**src/rtl/trenc_pkg.sv**
```systemverilog
// Shared types and constants for the trace-encoder ATB scheduler.
// Holds the arbiter state type, the per-core ATB source IDs and beat counter width.
package trenc_pkg;

  localparam int PKTDATA_LEN = 160;
  localparam int ATBWIDTH    = 64;
  localparam int BEAT_CNT_W  = 2;

  localparam logic [6:0] TR_ATBID_CORE0 = 7'h0F;
  localparam logic [6:0] TR_ATBID_CORE1 = 7'h1F;
  localparam logic [6:0] TR_ATBID_CORE2 = 7'h2F;
  localparam logic [6:0] TR_ATBID_CORE3 = 7'h3F;

  // Indexed by captured port number: element [0] is core 0.
  localparam logic [3:0][6:0] TR_ATBID_LUT = {TR_ATBID_CORE3, TR_ATBID_CORE2,
                                              TR_ATBID_CORE1, TR_ATBID_CORE0};

  typedef enum logic {
    IDLE = 1'b0,
    SEND = 1'b1
  } arb_state_t;

endpackage

```
**src/rtl/trenc_atb_sched_rr_arb.sv**
```systemverilog
// Round-robin requester selection: first set request at or after the pointer, wrapping.
// Purely combinational; the caller owns the pointer register.
module trenc_rr_arb #(
  parameter int NUM_PORTS = 4,
  parameter int IDX_W     = 2
) (
  input  logic [NUM_PORTS-1:0] req_i,
  input  logic [IDX_W-1:0]     ptr_i,
  output logic [NUM_PORTS-1:0] gnt_o,
  output logic [IDX_W-1:0]     gnt_idx_o,
  output logic                 gnt_any_o
);

  logic [IDX_W-1:0] cand;
  logic             found;

  always_comb begin
    gnt_o     = '0;
    gnt_idx_o = '0;
    cand      = '0;
    found     = 1'b0;
    for (int i = 0; i < NUM_PORTS; i++) begin
      cand = IDX_W'((int'(ptr_i) + i) % NUM_PORTS);
      if (!found && req_i[cand]) begin
        found        = 1'b1;
        gnt_o[cand]  = 1'b1;
        gnt_idx_o    = cand;
      end
    end
    gnt_any_o = found;
  end

endmodule

```
**src/rtl/trenc_atb_sched.sv**
```systemverilog
// Schedules per-core trace packets onto a single ATB master, one packet at a time.
// A granted packet is captured whole and streamed out as 64-bit beats.
//
//   state | meaning
//   IDLE  | no packet held; may grant a requester or acknowledge a flush
//   SEND  | captured packet being emitted beat by beat on ATB
module trenc_atb_sched
  import trenc_pkg::*;
#(
  parameter int NUM_PORTS = 4,
  parameter int PKT_W     = PKTDATA_LEN
) (
  input  logic                             clk,
  input  logic                             rst_n,
  input  logic                             cfg_enable,
  input  logic [NUM_PORTS-1:0]             pkt_valid,
  output logic [NUM_PORTS-1:0]             pkt_ready,
  input  logic [NUM_PORTS-1:0][PKT_W-1:0]  pkt_data,
  input  logic [NUM_PORTS-1:0][7:0]        pkt_len,
  output logic                             atvalid,
  input  logic                             atready,
  output logic [ATBWIDTH-1:0]              atdata,
  output logic [6:0]                       atid,
  output logic [2:0]                       atbytes,
  input  logic                             afvalid,
  output logic                             afready,
  output logic                             busy
);

  localparam int IDX_W     = (NUM_PORTS > 1) ? $clog2(NUM_PORTS) : 1;
  localparam int MAX_BEATS = (PKT_W + ATBWIDTH - 1) / ATBWIDTH;
  localparam int CAP_W     = MAX_BEATS * ATBWIDTH;

  arb_state_t              state_q, state_d;
  logic [IDX_W-1:0]        ptr_q, ptr_d;
  logic [BEAT_CNT_W-1:0]   beat_q, beat_d;
  logic [BEAT_CNT_W-1:0]   last_beat_q, last_beat_d;
  logic [2:0]              last_bytes_q, last_bytes_d;
  logic [CAP_W-1:0]        data_q, data_d;
  logic                    atvalid_q, atvalid_d;
  logic [6:0]              atid_q, atid_d;
  logic [2:0]              atbytes_q, atbytes_d;

  logic [NUM_PORTS-1:0]    gnt;
  logic [IDX_W-1:0]        gnt_idx;
  logic                    gnt_any;
  logic                    grant;
  logic [7:0]              len_c;
  logic [7:0]              len_m1;
  logic                    xfer;
  logic                    last_xfer;

  trenc_rr_arb #(
    .NUM_PORTS (NUM_PORTS),
    .IDX_W     (IDX_W)
  ) u_rr_arb (
    .req_i     (pkt_valid),
    .ptr_i     (ptr_q),
    .gnt_o     (gnt),
    .gnt_idx_o (gnt_idx),
    .gnt_any_o (gnt_any)
  );

  // rst_n gates the combinational handshakes so nothing is acknowledged during reset.
  assign grant     = rst_n && (state_q == IDLE) && cfg_enable && gnt_any;
  assign pkt_ready = grant ? gnt : '0;
  assign afready   = rst_n && afvalid && (state_q == IDLE) && !grant;

  assign len_c     = (pkt_len[gnt_idx] > 8'(PKT_W)) ? 8'(PKT_W) : pkt_len[gnt_idx];
  assign len_m1    = len_c - 8'd1;
  assign xfer      = atvalid_q && atready;
  assign last_xfer = xfer && (beat_q == last_beat_q);

  always_comb begin
    state_d      = state_q;
    ptr_d        = ptr_q;
    beat_d       = beat_q;
    last_beat_d  = last_beat_q;
    last_bytes_d = last_bytes_q;
    data_d       = data_q;
    atvalid_d    = atvalid_q;
    atid_d       = atid_q;
    atbytes_d    = atbytes_q;

    if (grant) begin
      ptr_d = (gnt_idx == IDX_W'(NUM_PORTS - 1)) ? '0 : gnt_idx + 1'b1;
    end

    case (state_q)
      IDLE: begin
        // Zero-length packets are acknowledged but never leave IDLE.
        if (grant && (len_c != 8'd0)) begin
          state_d      = SEND;
          atvalid_d    = 1'b1;
          beat_d       = '0;
          last_beat_d  = BEAT_CNT_W'(len_m1 >> 6);
          last_bytes_d = len_m1[5:3];
          data_d       = CAP_W'(pkt_data[gnt_idx]);
          atid_d       = TR_ATBID_LUT[2'(gnt_idx)];
          atbytes_d    = (len_m1[7:6] == 2'b00) ? len_m1[5:3] : 3'd7;
        end
      end
      SEND: begin
        if (last_xfer) begin
          state_d   = IDLE;
          atvalid_d = 1'b0;
          beat_d    = '0;
        end else if (xfer) begin
          beat_d    = beat_q + 1'b1;
          data_d    = data_q >> ATBWIDTH;
          atbytes_d = (beat_d == last_beat_q) ? last_bytes_q : 3'd7;
        end
      end
      default: state_d = IDLE;
    endcase
  end

  always_ff @(posedge clk or negedge rst_n) begin
    if (!rst_n) begin
      state_q      <= IDLE;
      ptr_q        <= '0;
      beat_q       <= '0;
      last_beat_q  <= '0;
      last_bytes_q <= '0;
      data_q       <= '0;
      atvalid_q    <= 1'b0;
      atid_q       <= '0;
      atbytes_q    <= '0;
    end else begin
      state_q      <= state_d;
      ptr_q        <= ptr_d;
      beat_q       <= beat_d;
      last_beat_q  <= last_beat_d;
      last_bytes_q <= last_bytes_d;
      data_q       <= data_d;
      atvalid_q    <= atvalid_d;
      atid_q       <= atid_d;
      atbytes_q    <= atbytes_d;
    end
  end

  assign atvalid = atvalid_q;
  assign atdata  = data_q[ATBWIDTH-1:0];
  assign atid    = atid_q;
  assign atbytes = atbytes_q;
  assign busy    = (state_q == SEND);

endmodule

```
**config.mk**
```make
export PLATFORM = sky130hd
export DESIGN_NAME = trenc_atb_sched
export DESIGN_NICKNAME = d
export VERILOG_FILES = /design/src/rtl/trenc_pkg.sv /design/src/rtl/trenc_atb_sched_rr_arb.sv /design/src/rtl/trenc_atb_sched.sv
export SDC_FILE = /design/constraint.sdc
export NUM_CORES = 1
export LEC_CHECK = 0
export CORE_AREA = 8 8 289 291
export DETAILED_ROUTE_END_ITERATION = 12
export DIE_AREA = 0 0 297 299
export GPL_TIMING_DRIVEN = 1
export PLACE_DENSITY = 0.47
export SLEW_MARGIN = 20
export SYNTH_ARGS = -nofsm -noshare
export SYNTH_HDL_FRONTEND = slang
export SYNTH_SLANG_ARGS = --single-unit
```
**constraint.sdc**
```tcl
create_clock -name clk -period 4.9 [get_ports clk]
set_input_delay 1.225 -clock clk [delete_from_list [all_inputs] [get_ports clk]]
set_output_delay 1.225 -clock clk [all_outputs]
set_load 0.03 [all_outputs]
```
==> Word-level counts from Yosys, hierarchy flattened <==
Cells that the tools add are included.
{ "classes": {"n_bitwise": 4, "addsub": 6, "muxes": 57, "order_cmp": 10, "reduce_logical": 26, "n_eq_ne": 8} }
{ "op_table": {"columns": ["operator", "count"], "rows": [
  ["two-way mux 192 bit", 3],
  ["one-hot mux 192 bit (2 select lines)", 1],
  ["binary-select mux 160 bit (select 2 bit)", 1],
  ["two-way mux 160 bit", 1],
  ["two-way mux 4 bit", 5],
  ["binary-select mux 8 bit (select 2 bit)", 1],
  ["logical AND 1 bit", 16],
  ["two-way mux 1 bit", 16],
  ["two-way mux 2 bit", 8],
  ["two-way mux 8 bit", 2],
  ["< comparator 2 x 3 -> 1 bit, second input constant", 5],
  ["two-way mux 3 bit", 5],
  ["binary-select mux 7 bit (select 2 bit)", 1],
  ["OR 4 bit", 3],
  ["binary-select mux 1 bit (select 2 bit)", 4],
  ["demux 1 bit (select 2 bit)", 4],
  [">= comparator 2 x 1 -> 1 bit, second input constant", 4],
  ["greater-than comparator 8 bit, second input constant", 1],
  ["nonzero test 8 bit", 1],
  ["subtractor 8 x 1 -> 8 bit, second input constant", 1],
  ["two-way mux 7 bit", 1],
  ["adder 2 x 1 -> 2 bit, second input constant", 3],
  ["inequality test 2 x 1 -> 1 bit, second input constant", 3],
  ["one-hot mux 3 bit (2 select lines)", 1],
  ["12 further kinds", 20]
]} }
{ "totals": {"in_bits": 681, "ff_bits": 213, "elab_cells": 120} }

==> Logic depth before layout (Yosys ltp) <==
{ "logic_depth": {"ltp_word": 21, "depth_mapped": 17} }

==> Modules after synthesis <==
From an unflattened synthesis, not the netlist that was laid out.
{ "unflattened": {"cells_unflattened": 990, "area_unflattened_um2": 11991.5} }
{ "modules_own_cells": {"columns": ["module", "cells_per_inst", "n_inst", "area_per_inst_um2", "seq_area_each_um2"], "rows": [
  ["trenc_atb_sched", 945, 1, 11572.3, 4429.2],
  ["trenc_rr_arb", 45, 1, 419.2, 0.0]
]} }

==> Worst setup path after synthesis <==
OpenSTA, ideal clock, no wires.
{ "synth_path": {"path_type": "flip-flop to flip-flop", "startpoint": "register ptr_q[0]", "endpoint": "register data_q[73]", "setup_slack_ps": 730, "arrival_time_ps": 4042, "n_path_buf": 6, "required_time_ps": 4773, "path_stages_with_launch": 17, "cell_sequence": "dfrtp_1 > buf_2 > clkinv_1 > ha_1 > buf_6 > mux4_2 > buf_2 > or3_1 > o311a_1 > a211oi_1 > a22o_1 > a41oi_2 > o21ai_1 > buf_4 > buf_6 > buf_6 > mux2_1"} }
{ "synth_between": {"elab_chain_len": 20, "word_cells_on_any_way": 38, "cone_classes": "3 x add/sub; 1 x order compare; 1 x eq/ne; 23 x mux; 10 x reduce/logical"} }
{ "synth_rtl": {"columns": ["item", "line_no", "text"], "rows": [
  ["from (decl)", "trenc_atb_sched.sv:35", "logic [IDX_W-1:0] ptr_q, ptr_d;"],
  ["from (signal assigned)", "trenc_atb_sched.sv:131", "ptr_q <= ptr_d;"],
  ["branches (longest 20 deep; another with adder 2 x 1 -> 2 bit)", null, null],
  ["to (signal assigned)", "trenc_atb_sched.sv:135", "data_q <= data_d;"],
  ["to (decl)", "trenc_atb_sched.sv:39", "logic [CAP_W-1:0] data_q, data_d;"]
]} }
Parallel ways; which one is timed is not known. The select of a mux whose other input is x is not followed.
A chain may end at the register's enable or synchronous reset.

==> Worst setup path after layout <==
{ "layout_path": {"startpoint": "input port pkt_valid[0]", "endpoint": "output port pkt_ready[2]"} }
{ "layout_between": {"elab_chain_len": 14, "word_cells_on_any_way": 27, "cone_classes": "17 x mux; 3 x bitwise; 7 x reduce/logical"} }
{ "layout_rtl": {"columns": ["item", "line_no", "text"], "rows": [
  ["from (decl)", "trenc_atb_sched.sv:16", "input logic [NUM_PORTS-1:0] pkt_valid,"],
  ["binary-select mux 1 bit (select 2 bit)", "trenc_atb_sched_rr_arb.sv:24", "if (!found && req_i[cand]) begin"],
  ["two-way mux 1 bit (implied by the code)", "trenc_atb_sched_rr_arb.sv:24", null],
  ["two-way mux 1 bit", "trenc_atb_sched_rr_arb.sv:24", null],
  ["logical NOT 1 bit", "trenc_atb_sched_rr_arb.sv:24", null],
  ["logical AND 1 bit", "trenc_atb_sched_rr_arb.sv:24", null],
  ["two-way mux 1 bit", "trenc_atb_sched_rr_arb.sv:24", null],
  ["logical NOT 1 bit", "trenc_atb_sched_rr_arb.sv:24", null],
  ["logical AND 1 bit", "trenc_atb_sched_rr_arb.sv:24", null],
  ["two-way mux 1 bit", "trenc_atb_sched_rr_arb.sv:24", null],
  ["logical NOT 1 bit", "trenc_atb_sched_rr_arb.sv:24", null],
  ["logical AND 1 bit", "trenc_atb_sched_rr_arb.sv:24", null],
  ["two-way mux 1 bit", "trenc_atb_sched_rr_arb.sv:24", null],
  ["logical AND 1 bit", "trenc_atb_sched.sv:65", "assign grant = rst_n && (state_q == IDLE) && cfg_enable && gnt_any;"],
  ["two-way mux 4 bit (*)", "trenc_atb_sched.sv:66", "assign pkt_ready = grant ? gnt : '0;"],
  ["to (decl)", "trenc_atb_sched.sv:17", "output logic [NUM_PORTS-1:0] pkt_ready,"]
]} }
Every way passes the cells marked *; elsewhere a longest branch is shown, timed or not. The select of a mux whose other input is x is not followed.

==> impl_metrics.tcl <==
set metrics [dict create \
    timing.final.crit_share_pct 95.01 \
    holdPathEnd "data_q[115]$_DFFE_PN0P_" \
    synth_area_sq_um 13700 \
    wl_per_cell_microns 21.24 \
    r2r_setup_slack_ns 0.59 \
    clk_path_buf_depth 2 \
    status "finished clean" \
    grt_max_degree 133 \
    dp.cells 3355 \
    vias 14630 \
    slowest_stage "clkdlybuf4s50_1" \
    p_leak_nw 8.985 \
    syn_nets 2366 \
    max_slew_margin_pct 35.74 \
    end_kind "primary output" \
    fin_cells 3386 \
    ant_nets 0 \
    vias_per_cell 4.321 \
    slowest_delay_ns 0.58 \
    layout.nets 3013 \
    io_buffers 760 \
    htreeDepth 4 \
    finalMaxSlewViolations 0 \
    synthCells 1677 \
    cts_inserted_buffers 17 \
    drc 0 \
    fin_crit_ns 4.656 \
    start_util_pct 17.42 \
    ir_worst_vdd_uv 464.7 \
    first_global_vias 15490 \
    cap_violations 0 \
    rows 103 \
    cp_data_required_time_ns 3.67 \
    layout-drive-gt1-share_pct 12.51 \
    fillers 8344 \
    gp_congestion 0.9613 \
    clk_latency_ns 0.48 \
    fin_worst_skew_ns 0.01072 \
    die_x_microns 297 \
    yosysUniqueCellTypes 63 \
    critical_path_arrival_ns 3.43 \
    worst-setup-path-type "input pin to primary output" \
    yosysWarnings 0 \
    path_cells "clkdlybuf4s50_1, mux4_2, nor2b_1, buf_4, a22oi_1, nor2_1, a221oi_1, nor2_1, buf_4" \
    synthFlopType "dfrtp_1" \
    die_y_microns 299 \
    rsz0062_at_grt "false" \
    antenna_found_initial 9 \
    setup_viol 0 \
    synth-edff-count 0 \
    async_flop_share_pct 100.0 \
    whs_path_depth 1 \
    crit_cells 9 \
    synth-seq-cells 177 \
    firstDrtPassIters 4 \
    fin_hold_ws_ns 0.5054 \
    pin_count 762 \
    final.setup.tns_ns 0 \
    r2r.worst_path.cells 12 \
    cts_tree "yes" \
    postSynthAreaPerCell_sq_um 8.168 \
    die_area_sq_um 88800 \
    wl_microns 71920 \
    hpwl_microns 59590 \
    worst_pin_slew_ns 0.9640 \
    clkTransAtPathRegs_ns 0.07 \
    min_from "data_q[115]$_DFFE_PN0P_" \
    cts_sinks 177 \
    dr.first_iter.drc_count 789 \
    area_delta_synth_final_pct 66.73 \
    critPathLaunchType "input pin" \
    hold_class "flop to flop" \
    path_max_fanout 13 \
    report.final.hold_viol_count 0 \
    power_density_nw_per_um2 610.2 \
    grt_pass1_wl_microns 105800 \
    power_mw 13.94 \
    r2r_end "data_q[4]$_DFFE_PN0P_" \
    grt_use_total_pct 15.56 \
    crit_family "buffers and inverters" \
    fmax_mhz 214.8 \
    cts_root_buffer "clkbuf_16" \
    core_region_area_sq_um 78610 \
    worst-path-buf-inv 3 \
    reg2reg_from "ptr_q[1]$_DFFE_PN0P_" \
    overflow 0 \
    ys_seq_area_share_pct 32.33 \
]
==> per-stage QoR <==
stage	area (sq um)	utilization, %	setup slack (ns)
final	22840	29.05	0.2444
after global routing	22840	29.05	0.05105
after CTS	22840	29.05	0.06779
after detailed placement	22270	28.33	0.01307
after global placement	22270	28.33	0.07579
after floorplan	13700	-	0.7303
==> cell type report <==
| class | count | area (sq um) | area share (%) |
|---|---|---|---|
| timing repair buffer | 837 | 8353 | 36.57 |
| multi-input combinational | 1283 | 8143 | 35.65 |
| sequential | 177 | 4434 | 19.41 |
| tap | 1050 | 1314 | 5.752 |
| clock buffer | 18 | 439.2 | 1.923 |
| clock inverter | 12 | 123.9 | 0.5423 |
| inverter | 8 | 30.03 | 0.1315 |
| antenna | 1 | 2.502 | 0.01096 |
==> placed cells by master, fill, tap and decap left out, types with 3 or more instances in the layout <==
cell	instances
o21ai_0	201
nor2b_1	3
ha_1	8
buf_12	14
xnor2_1	4
o22ai_1	5
a211oi_1	3
buf_4	68
nand2_1	306
mux2i_1	15
a22oi_1	5
a21oi_1	11
mux4_2	67
a221oi_1	5
nor2_1	316
inv_1	7
or3_1	3
a22o_1	65
mux2_1	6
clkinvlp_4	4
a21o_1	3
clkdlybuf4s50_1	754
nor3_1	7
nand3_1	98
nor4_1	6
mux2_2	97
clkbuf_16	17
a31oi_1	3
o21a_1	3
dfrtp_1	175
inv_6	4
==> cell usage after synthesis, drive strengths merged (4+ instances only) <==
cell type  count  area [sq um]
a21oi         11         55.05
nor4           6         37.54
nand3         98         490.5
nor3           7         35.03
o22ai          5         31.28
a211oi         4         35.03
a22o          65         569.3
nor2b          4         27.53
nand2        306          1149
ha             8         100.1
buf          117         793.3
dfrtp        177          4429
inv            7         26.28
nor2         317          1197
a221oi         6         58.80
mux2         103          1160
xnor2          4         35.03
mux4          67          1509
o21ai        204          1032
mux2i         15         150.1
a31oi          4         31.28
a22oi          5         37.54
clkbuf        92         345.3
==> cells by family (layout without fill, tap and decap cells) <==
group           Yosys count  after routing  synth area share (%)
xor+xnor                  5              5                0.3197
flops                   177            177                 32.33
simple gates            751            751                 22.10
other cells               1              2               0.02738
buf+inv                 217            875                 8.531
compound gates          333            333                 15.38
fa+ha+maj                 8              8                0.7308
mux                     185            185                 20.58
==> worst reg2reg max path, delay by kind of cell, from the launching register on <==
kind                     cells  cell delay [ns]
AO/OA/AOI/OAI                4             1.22
multiplexers                 2             0.91
buffers and inverters        3             0.71
flip-flops                   1             0.55
adder cells (fa/ha/maj)      1             0.54
AND/OR/NAND/NOR              2             0.35
==> sequential cells by signal, summed over array words and instances (netlist names) <==
signal and count:
atid 3, atvalid 1, last_beat_q 2, ptr_q 2
atbytes 3, busy 1, beat_q 2, data_q 160
last_bytes_q 3
==> power by group <==
part	total, mW	internal, mW	switching [mW]	leakage (nW)
clock network	1.36	0.717	0.646	0.264
registers	2.55	2.09	0.469	2.23
logic	10.0	4.35	5.67	6.49
==> worst max path at each step <==
stage,start,endpoint,slack (ns)
2_1_floorplan,ptr_q[0]$_DFFE_PN0P_,data_q[73]$_DFFE_PN0P_,0.73
3_3_place_gp,pkt_valid[0],data_q[38]$_DFFE_PN0P_,0.08
3_5_place_dp,pkt_valid[0],data_q[38]$_DFFE_PN0P_,0.01
4_1_cts,ptr_q[1]$_DFFE_PN0P_,pkt_ready[0],0.07
5_1_grt,ptr_q[1]$_DFFE_PN0P_,pkt_ready[2],0.05
6_report,pkt_valid[0],pkt_ready[2],0.24
==> what timing repair did <==
action	4_1_cts	5_1_grt
resized for setup	0	1
hold buffers	0	0
endpoints found under the hold margin	0	0
setup endpoints to repair	0	4
setup buffers	0	0
==> per-layer routing <==
metal	global-route usage, %	vias to the layer above	wire length (microns)
met2	26.78	479	35550
met3	3.636	44	3858
met1	19.82	7050	31620
met4	3.136	4	870
li1	-	7055	-
met5	0	-	21
Power figures use the tool's default switching activity.
